File: src/rtl/arty_boot_pkg.sv
// Arty boot controller shared types and defaults.
// Holds the boot FSM state enum and default timing constants.
package arty_boot_pkg;

  typedef enum logic [1:0] {
    WAIT_LOCK  = 2'd0,
    HOLD_RST   = 2'd1,
    WAIT_FETCH = 2'd2,
    RUN        = 2'd3
  } boot_state_e;

  localparam int LOCK_STABLE_DEF = 1024;
  localparam int RST_HOLD_DEF    = 16;
  localparam int DEBOUNCE_DEF    = 500000;

endpackage

File: src/rtl/arty_boot_if.sv
// Board-side signal bundle of the Arty boot controller.
// master: boot controller (drives SoC reset/fetch/status); slave: board/SoC.
interface arty_boot_if;

  logic       pll_locked_i;
  logic       fetch_sw_i;
  logic       soc_rst_n_o;
  logic       fetch_enable_o;
  logic [1:0] boot_state_o;
  logic       lock_lost_o;

  modport master (
    input  pll_locked_i,
    input  fetch_sw_i,
    output soc_rst_n_o,
    output fetch_enable_o,
    output boot_state_o,
    output lock_lost_o
  );

  modport slave (
    output pll_locked_i,
    output fetch_sw_i,
    input  soc_rst_n_o,
    input  fetch_enable_o,
    input  boot_state_o,
    input  lock_lost_o
  );

endinterface

File: src/rtl/arty_debounce.sv
// 2-flop synchronizer plus saturating debounce counter for a switch.
// Ports: clk, rst (sync, high), sw_i (async, bouncing), level_o (debounced).
module arty_debounce
  import arty_boot_pkg::*;
#(
  parameter int DEBOUNCE_CYCLES = DEBOUNCE_DEF
) (
  input  logic clk,
  input  logic rst,
  input  logic sw_i,
  output logic level_o
);

  localparam int CW = $clog2(DEBOUNCE_CYCLES + 1);
  localparam logic [CW-1:0] CMAX = CW'(DEBOUNCE_CYCLES);

  logic          sw_meta;
  logic          sw_s;
  logic          level_q;
  logic [CW-1:0] cnt_q;
  logic [CW-1:0] cnt_inc;

  assign cnt_inc = (cnt_q == CMAX) ? cnt_q : cnt_q + 1'b1;

  // The level flips on the cycle the mismatch run reaches the limit.
  always_ff @(posedge clk) begin
    if (rst) begin
      sw_meta <= 1'b0;
      sw_s    <= 1'b0;
      level_q <= 1'b0;
      cnt_q   <= '0;
    end else begin
      sw_meta <= sw_i;
      sw_s    <= sw_meta;
      if (sw_s == level_q) begin
        cnt_q <= '0;
      end else if (cnt_inc == CMAX) begin
        level_q <= sw_s;
        cnt_q   <= '0;
      end else begin
        cnt_q <= cnt_inc;
      end
    end
  end

  assign level_o = level_q;

endmodule

File: src/rtl/arty_boot_ctrl.sv
// Arty SoC boot sequencer: lock qualify, reset hold, debounced fetch.
// Ports: clk, rst (sync, high), io (arty_boot_if.master).
module arty_boot_ctrl
  import arty_boot_pkg::*;
#(
  parameter int LOCK_STABLE_CYCLES = LOCK_STABLE_DEF,
  parameter int RST_HOLD_CYCLES    = RST_HOLD_DEF,
  parameter int DEBOUNCE_CYCLES    = DEBOUNCE_DEF
) (
  input  logic         clk,
  input  logic         rst,
  arty_boot_if.master  io
);

  localparam int SW = $clog2(LOCK_STABLE_CYCLES + 1);
  localparam int HW = $clog2(RST_HOLD_CYCLES + 1);
  localparam logic [SW-1:0] SMAX = SW'(LOCK_STABLE_CYCLES);
  localparam logic [HW-1:0] HMAX = HW'(RST_HOLD_CYCLES);

  boot_state_e   state_q;
  boot_state_e   state_d;
  logic          lock_meta;
  logic          lock_s;
  logic          fetch_db;
  logic [SW-1:0] stable_q;
  logic [SW-1:0] stable_d;
  logic [SW-1:0] stable_inc;
  logic [HW-1:0] hold_q;
  logic [HW-1:0] hold_d;
  logic [HW-1:0] hold_inc;
  logic          lost_q;
  logic          lost_d;
  logic          soc_rst_n_q;
  logic          fetch_en_q;

  arty_debounce #(
    .DEBOUNCE_CYCLES(DEBOUNCE_CYCLES)
  ) u_fetch_db (
    .clk    (clk),
    .rst    (rst),
    .sw_i   (io.fetch_sw_i),
    .level_o(fetch_db)
  );

  assign stable_inc = (stable_q == SMAX) ? stable_q : stable_q + 1'b1;
  assign hold_inc   = (hold_q == HMAX) ? hold_q : hold_q + 1'b1;

  always_comb begin
    state_d  = state_q;
    stable_d = stable_q;
    hold_d   = hold_q;
    lost_d   = lost_q;
    unique case (state_q)
      WAIT_LOCK: begin
        if (!lock_s) begin
          stable_d = '0;
        end else if (stable_inc == SMAX) begin
          state_d  = HOLD_RST;
          stable_d = '0;
        end else begin
          stable_d = stable_inc;
        end
      end
      HOLD_RST: begin
        if (hold_inc == HMAX) begin
          state_d = WAIT_FETCH;
          hold_d  = '0;
        end else begin
          hold_d = hold_inc;
        end
      end
      WAIT_FETCH: begin
        if (fetch_db) state_d = RUN;
      end
      RUN: begin
        if (!fetch_db) state_d = WAIT_FETCH;
      end
    endcase
    // Losing lock after acceptance overrides any transition above.
    if (state_q != WAIT_LOCK && !lock_s) begin
      state_d  = WAIT_LOCK;
      stable_d = '0;
      hold_d   = '0;
      lost_d   = 1'b1;
    end
  end

  // Outputs decode the next state so they change on the same edge.
  always_ff @(posedge clk) begin
    if (rst) begin
      lock_meta   <= 1'b0;
      lock_s      <= 1'b0;
      state_q     <= WAIT_LOCK;
      stable_q    <= '0;
      hold_q      <= '0;
      lost_q      <= 1'b0;
      soc_rst_n_q <= 1'b0;
      fetch_en_q  <= 1'b0;
    end else begin
      lock_meta   <= io.pll_locked_i;
      lock_s      <= lock_meta;
      state_q     <= state_d;
      stable_q    <= stable_d;
      hold_q      <= hold_d;
      lost_q      <= lost_d;
      soc_rst_n_q <= (state_d == WAIT_FETCH) || (state_d == RUN);
      fetch_en_q  <= (state_d == RUN);
    end
  end

  assign io.soc_rst_n_o    = soc_rst_n_q;
  assign io.fetch_enable_o = fetch_en_q;
  assign io.boot_state_o   = state_q;
  assign io.lock_lost_o    = lost_q;

endmodule

File: src/flat_wrapper.sv
// flat-port wrapper written by rule: the top's interface ports become plain ports
module arty_boot_ctrl_flat import arty_boot_pkg::*;
#(
  parameter int LOCK_STABLE_CYCLES = LOCK_STABLE_DEF,
  parameter int RST_HOLD_CYCLES    = RST_HOLD_DEF,
  parameter int DEBOUNCE_CYCLES    = DEBOUNCE_DEF
)
  (clk, rst, io_pll_locked_i, io_fetch_sw_i, io_soc_rst_n_o, io_fetch_enable_o, io_boot_state_o, io_lock_lost_o);
  arty_boot_if io_i ();
  input  logic clk;
  input  logic rst;
  input wire logic [$bits(io_i.pll_locked_i)-1:0] io_pll_locked_i;
  input wire logic [$bits(io_i.fetch_sw_i)-1:0] io_fetch_sw_i;
  output wire logic [$bits(io_i.soc_rst_n_o)-1:0] io_soc_rst_n_o;
  output wire logic [$bits(io_i.fetch_enable_o)-1:0] io_fetch_enable_o;
  output wire logic [$bits(io_i.boot_state_o)-1:0] io_boot_state_o;
  output wire logic [$bits(io_i.lock_lost_o)-1:0] io_lock_lost_o;
  assign io_i.pll_locked_i = io_pll_locked_i;
  assign io_i.fetch_sw_i = io_fetch_sw_i;
  assign io_soc_rst_n_o = io_i.soc_rst_n_o;
  assign io_fetch_enable_o = io_i.fetch_enable_o;
  assign io_boot_state_o = io_i.boot_state_o;
  assign io_lock_lost_o = io_i.lock_lost_o;
  arty_boot_ctrl #(.LOCK_STABLE_CYCLES(LOCK_STABLE_CYCLES), .RST_HOLD_CYCLES(RST_HOLD_CYCLES), .DEBOUNCE_CYCLES(DEBOUNCE_CYCLES)) u_core (.clk(clk), .rst(rst), .io(io_i));
endmodule
File: config.mk
export PLATFORM = sky130hd
export DESIGN_NAME = arty_boot_ctrl_flat
export DESIGN_NICKNAME = d
export VERILOG_FILES = /design/src/rtl/arty_boot_pkg.sv /design/src/rtl/arty_boot_if.sv /design/src/rtl/arty_debounce.sv /design/src/rtl/arty_boot_ctrl.sv /design/src/flat_wrapper.sv
export SDC_FILE = /design/constraint.sdc
export NUM_CORES = 1
export LEC_CHECK = 0
export ABC_AREA = 1
export CAP_MARGIN = 0
export CELL_PAD_IN_SITES_DETAIL_PLACEMENT = 1
export CELL_PAD_IN_SITES_GLOBAL_PLACEMENT = 1
export CORE_MARGIN = 1.5
export CORE_UTILIZATION = 43
export DETAILED_ROUTE_END_ITERATION = 8
export PLACE_DENSITY_LB_ADDON = 0.1
export SLEW_MARGIN = 30
export SYNTH_ARGS = -nofsm -noshare
export SYNTH_HDL_FRONTEND = slang
export SYNTH_SLANG_ARGS = --single-unit
File: constraint.sdc
create_clock -name clk -period 2.27 [get_ports clk]
set_clock_uncertainty 0.15 [all_clocks]
set_input_delay 0.3405 -clock clk [delete_from_list [all_inputs] [get_ports clk]]
set_output_delay 0.3405 -clock clk [all_outputs]
set_load 0.01 [all_outputs]
**Word level (Yosys, flattened, before mapping)**

Cells that the tools add are included.

- Output and inout bits: 5
- Logic and storage cells: 49
- Input port bits: 4
- Bits in registers: 45

- Reduce and logical (&&, ||, !) cells: 8
- Add/subtract/negate cells: 3
- Equality and inequality tests: 12
- Muxes and demuxes: 13
- Bitwise logic cells: 1

Operators with widths:

| kind | count |
|---|---|
| $eq A19 B19 Y1 const B | 2 |
| $mux W11 | 3 |
| $eq A11 B11 Y1 const B | 2 |
| $add A19 B1 Y19 const B | 1 |
| $mux W19 | 1 |
| $mux W2 | 6 |
| $add A11 B1 Y11 const B | 1 |
| $eq A5 B5 Y1 const B | 2 |
| $mux W5 | 2 |
| $eq A2 B2 Y1 const B | 4 |
| $pmux W2 S4 | 1 |
| $add A5 B1 Y5 const B | 1 |
| $reduce_or A3 Y1 | 1 |
| $eq A2 B1 Y1 const B | 1 |
| $logic_not A2 Y1 | 1 |
| $reduce_and A2 Y1 | 1 |
| $reduce_bool A2 Y1 | 1 |
| $reduce_or A2 Y1 | 1 |
| $eq A1 B1 Y1 | 1 |
| $logic_and A1 B1 Y1 | 1 |
| $logic_not A1 Y1 | 1 |
| $logic_or A1 B1 Y1 | 1 |
| $not A1 Y1 | 1 |

**Longest topological paths before layout**

- Depth in word-level cells: 9
- Mapped depth: 15
- Depth with buffers taken out: 15

**By module**

A second synthesis with hierarchy kept.

- Cells, all modules: 424
- Area, all modules: 2747.6 sq um

By module, submodules not included:

| module | times used | cells an instance | sequential area each (sq um) | area an instance (sq um) |
|---|---|---|---|---|
| arty_debounce | 1 | 225 | 440.4 | 1442.6 |
| arty_boot_ctrl | 1 | 199 | 460.4 | 1305.0 |

**Worst setup path after synthesis**

Ideal clock, no wire load.

- Kind: flip-flop to flip-flop
- From: register u_core.u_fetch_db.cnt_q[0]
- To: register u_core.u_fetch_db.cnt_q[18]
- Path buffers: 1
- Cell stages (with the launch flop): 14
- Period minus slack after synthesis: 2059 ps
- Required time: 2001 ps
- Path slack: 211 ps
- Setup time: 119 ps
- Arrival: 1790 ps
- Cells stage by stage: dfxtp_1 ha_1 nand3_1 nor2_2 nand3_1 nand2_1 nand2_1 nor2_1 nand2_1 nor2_2 nand3_2 nand3_4 buf_12 nor2_1

- Cells in the longest elaborated chain, start to end: 4
- Elaborated cells on any way between the ends: 5
- Those cells by class: add/sub (1); eq/ne (2); mux (1); reduce/logical (1)

RTL lines:

| what | RTL line | RTL |
|---|---|---|
| from (decl) | arty_debounce.sv:20 | `logic [CW-1:0] cnt_q;` |
| from (signal assigned) | arty_debounce.sv:41 | `cnt_q <= cnt_inc;` |
| $add A19 B1 Y19 / $eq A19 B19 Y1 (equally long branches) | arty_debounce.sv:23 | `assign cnt_inc = (cnt_q == CMAX) ? cnt_q : cnt_q + 1'b1;` |
| $mux W19 * | arty_debounce.sv:23 |  |
| $eq A19 B19 Y1 | arty_debounce.sv:37 | `end else if (cnt_inc == CMAX) begin` |
| $reduce_or A3 Y1 (no line) | -- |  |

Every way passes the cells marked *; elsewhere a longest branch is shown, timed or not.
A chain may end at the register's enable or synchronous reset.

**Final worst setup path**

- From: register u_core.u_fetch_db.cnt_q[0]
- To: register u_core.u_fetch_db.cnt_q[6]

The elaborated chain is that of the path after synthesis.

==> run metrics <==
Syn Std Cell Area roughly 2700 sq um; CP required 2.35 ns; DRT antenna net count 0; post-synthesis cell count 431; Final period util 98.9%; nets 465; worst hold path type register to register; Top-Level Pins 9; Pwr Total ~0.0013 W; layout cells sized above 1 a little over an eighth; CP max stage delay around 0.40 ns; f_max ~0.45 GHz; post-DR vias/cell 5.18; leakage 1.18 nW; DRT Pass-1 Iters 4; status completed; sequential fraction of the synthesis area 33.0%; minimum hold slack 0.268 ns; Rel. slew slack 36.5%; synthesis-to-layout area growth 16.1%; Post-synth ARST share 0%; maximum VDD drop 316 uV; WHS Endpoint u_core.lock_s$_SDFF_PP0_; # rows 28; startpoint types register; vias in the first global route about 2700; Root Driver clkbuf_8; leading area contributor after synthesis dfxtp_1; Power Density 419 nW/um^2; Setup crit end kind register; routability cong. 0.836; drt total wl 8050 um; Final Hold Fails 0; largest family of logic cells by synthesized area simple AND/OR/NAND/NOR gates; final slew viol count 0; kind of cell adding the most delay to the critical path simple AND/OR/NAND/NOR gates; core box area about 6000 sq um; Compound-Gate Fraction of Synth Area 4.85%; crit-path cells ha_4, nand3_2, nor2_4, buf_4, buf_4, nand3_1, nand2_1, nor2_1, nand2_1, nor2_4, nand3_4, nand3_4, nor2_1; XOR/XNOR Fraction of Synth Area 5.45%; Initial Utilization 45.4%; worst reg2reg setup slack 0.03 ns; pin count of the biggest net entering global routing 15; area share of fa/ha/maj cells after synthesis 2.75%; DRT iter0 DRCs 101; number of buffers created by CTS 5; Yosys cell types 29; crit path kind register to register; first-pass GRT wire length 12200 um; Post-Synth Simple-Gate Area 43.2%; DP HPWL between 5000 and 6000 um; slowest CP cell dfxtp_2; Die Ht 82.7 um; Bufs on Longest Clock Path 2; Core Util, Final 52.7%; multiplexer share of the synthesized area 0%; Die W 82.7 um; prevailing post-synth register cell dfxtp_1; routed len/inst ~15 um; Hold Crit Start u_core.lock_meta$_SDFF_PP0_; DRC Markers 0; clock-pin slew on the worst setup and hold paths 0.09 ns; top-area cell type share of the netlist area approximately a third; WHS Path Cells 2; CTS tree yes; max cap viols 0; Worst-Margin Slew between 0.9 and 1 ns; Mapped Avg Cell Area 6.34 sq um; Worst EP arrival 2.33 ns; worst slack, placed -0.0570 ns; clock latency on the worst-skew pair 0.30 ns; diode count 0; Syn. warnings 0; GRT Residual Overflow 0; post-route setup slack 0.0258 ns; Synth area leaders dfxtp_1 33%, nand2_1 13%, nor2_1 12%; Filler cells 827; clock sink count 45; Buffers on Ports 8; H-tree Lvls 2; WP buf/inv 2; Mapped Nets roughly 440; FF-to-FF End u_core.u_fetch_db.cnt_q[6]$_SDFF_PP0_; total number of vias 2752; antenna violations before repair 0; all-layer global routing usage 23.6%; Seq cells post-synth 45; minimum clock period about 2.2 ns; reg2reg path depth 13; crit path max fanout 5; die area 6850 sq um; Setup violations, final 0; number of synthesized flops with an enable pin 0; Worst R2R Start u_core.u_fetch_db.cnt_q[0]$_SDFF_PP0_
[worst reg2reg max path: stages, from the launching register on]
cell and delay, ns:
dfxtp_2 0.40, ha_4 0.18, nand3_2 0.13, nor2_4 0.20, buf_4 0.14, buf_4 0.09
nand3_1 0.07, nand2_1 0.12, nor2_1 0.07, nand2_1 0.11, nor2_4 0.06, nand3_4 0.16
nand3_4 0.13, nor2_1 0.18
[routing by layer]
| layer | part of all wire [%] | vias up | GRT usage (%) | routed length [um] |
|---|---|---|---|---|
| li1 | - | 1390 | - | - |
| met1 | 44 | 1305 | 26.2 | 3500 |
| met2 | 52 | 40 | 44.4 | 4160 |
| met3 | 2.5 | 17 | 4.18 | 199 |
| met4 | 2.2 | 0 | 8.67 | 179 |
| met5 | 0 | - | 0 | 0 |
[timing repair]
item	CTS	global route
resized for setup	3	24
cloned	1	2
pin swaps	0	2
hold buffers	0	0
buffers inserted	0	2
endpoints found under the setup margin	19	20
[cells by family (layout without fill, tap and decap cells)]
family / count (synthesis) / count (layout)
and+or+nand+nor: 267 / 270
DFF: 45 / 45
adders and majority gates: 6 / 6
buffers and inverters: 72 / 94
AOI/OAI and AO/OA: 24 / 24
xor gates and xnor gates: 17 / 17
[Yosys cell counts (2+ instances only)]
cell and n:
xor2_1 17, a21oi_1 13, nand3_1 37, nor2_2 15, nand4_1 14, nand2_2 5, inv_1 64, nor2_4 2
dfxtp_1 45, nand2_1 97, nor2_1 88, o21ai_0 4, clkbuf_1 2, buf_4 2, o21ai_1 2, nor3_1 5
a211oi_1 2, ha_1 6
[metrics by stage]
step / cells / cell area [sq um] / setup TNS, ns
4_1_cts: 527 / 3050 / 0
6_report: 531 / 3170 / 0
3_5_place_dp: 518 / 2940 / -0.471
3_3_place_gp: 518 / 2940 / 0
2_1_floorplan: 431 / 2730 / 0
5_1_grt: 531 / 3170 / -1.50
[final cells by class]
class / instances / area [sq um] / area share (%)
clock buffer: 7 / 76.3 / 2.40
sequential: 45 / 907 / 28.6
multi-input combinational: 317 / 1670 / 52.7
tap: 75 / 93.8 / 2.96
timing repair buffer: 20 / 170 / 5.36
clock inverter: 1 / 7.51 / 0.237
inverter: 66 / 248 / 7.80
[report_power, final]
| part | internal [W] | switching [W] | leakage (nW) |
|---|---|---|---|
| Combinational | 0.0000155 | 0.0000303 | 0.778 |
| Clock | 0.000218 | 0.000269 | 0.0385 |
| Sequential | 0.000793 | 0.00000329 | 0.366 |
| Total | 0.00103 | 0.000303 | 1.18 |
[cells in the final DEF (no fill, tap or decap), types with 8 or more instances in the layout]
cell	count
nor2_1	80
clkdlybuf4s50_1	8
nor2_2	17
nand4_1	14
xor2_1	17
nor2_4	8
a21oi_1	13
dfxtp_1	40
nand3_1	35
buf_4	12
inv_1	64
nand2_1	97
[registers in the layout (all words and copies together), names as in the netlist]
signal / cells
u_core.u_fetch_db.cnt_q: 19
u_core.stable_q: 11
u_core.hold_q: 5
u_core.io.boot_state_o: 2
u_core.io.fetch_enable_o: 1
u_core.io.lock_lost_o: 1
u_core.io.soc_rst_n_o: 1
u_core.lock_meta: 1
u_core.lock_s: 1
u_core.u_fetch_db.level_o: 1
u_core.u_fetch_db.sw_meta: 1
u_core.u_fetch_db.sw_s: 1
[worst max path at each step]
stage,cells after the start,to,startpoint
3_5_place_dp,12,u_core.u_fetch_db.cnt_q[3]$_SDFF_PP0_,u_core.u_fetch_db.cnt_q[0]$_SDFF_PP0_
3_3_place_gp,12,u_core.u_fetch_db.cnt_q[2]$_SDFF_PP0_,u_core.u_fetch_db.cnt_q[0]$_SDFF_PP0_
6_report,13,u_core.u_fetch_db.cnt_q[6]$_SDFF_PP0_,u_core.u_fetch_db.cnt_q[0]$_SDFF_PP0_
4_1_cts,12,u_core.u_fetch_db.cnt_q[13]$_SDFF_PP0_,u_core.u_fetch_db.cnt_q[0]$_SDFF_PP0_
2_1_floorplan,13,u_core.u_fetch_db.cnt_q[18]$_SDFF_PP0_,u_core.u_fetch_db.cnt_q[0]$_SDFF_PP0_
5_1_grt,13,u_core.u_fetch_db.cnt_q[6]$_SDFF_PP0_,u_core.u_fetch_db.cnt_q[0]$_SDFF_PP0_
(Power assumes the default switching activity.)
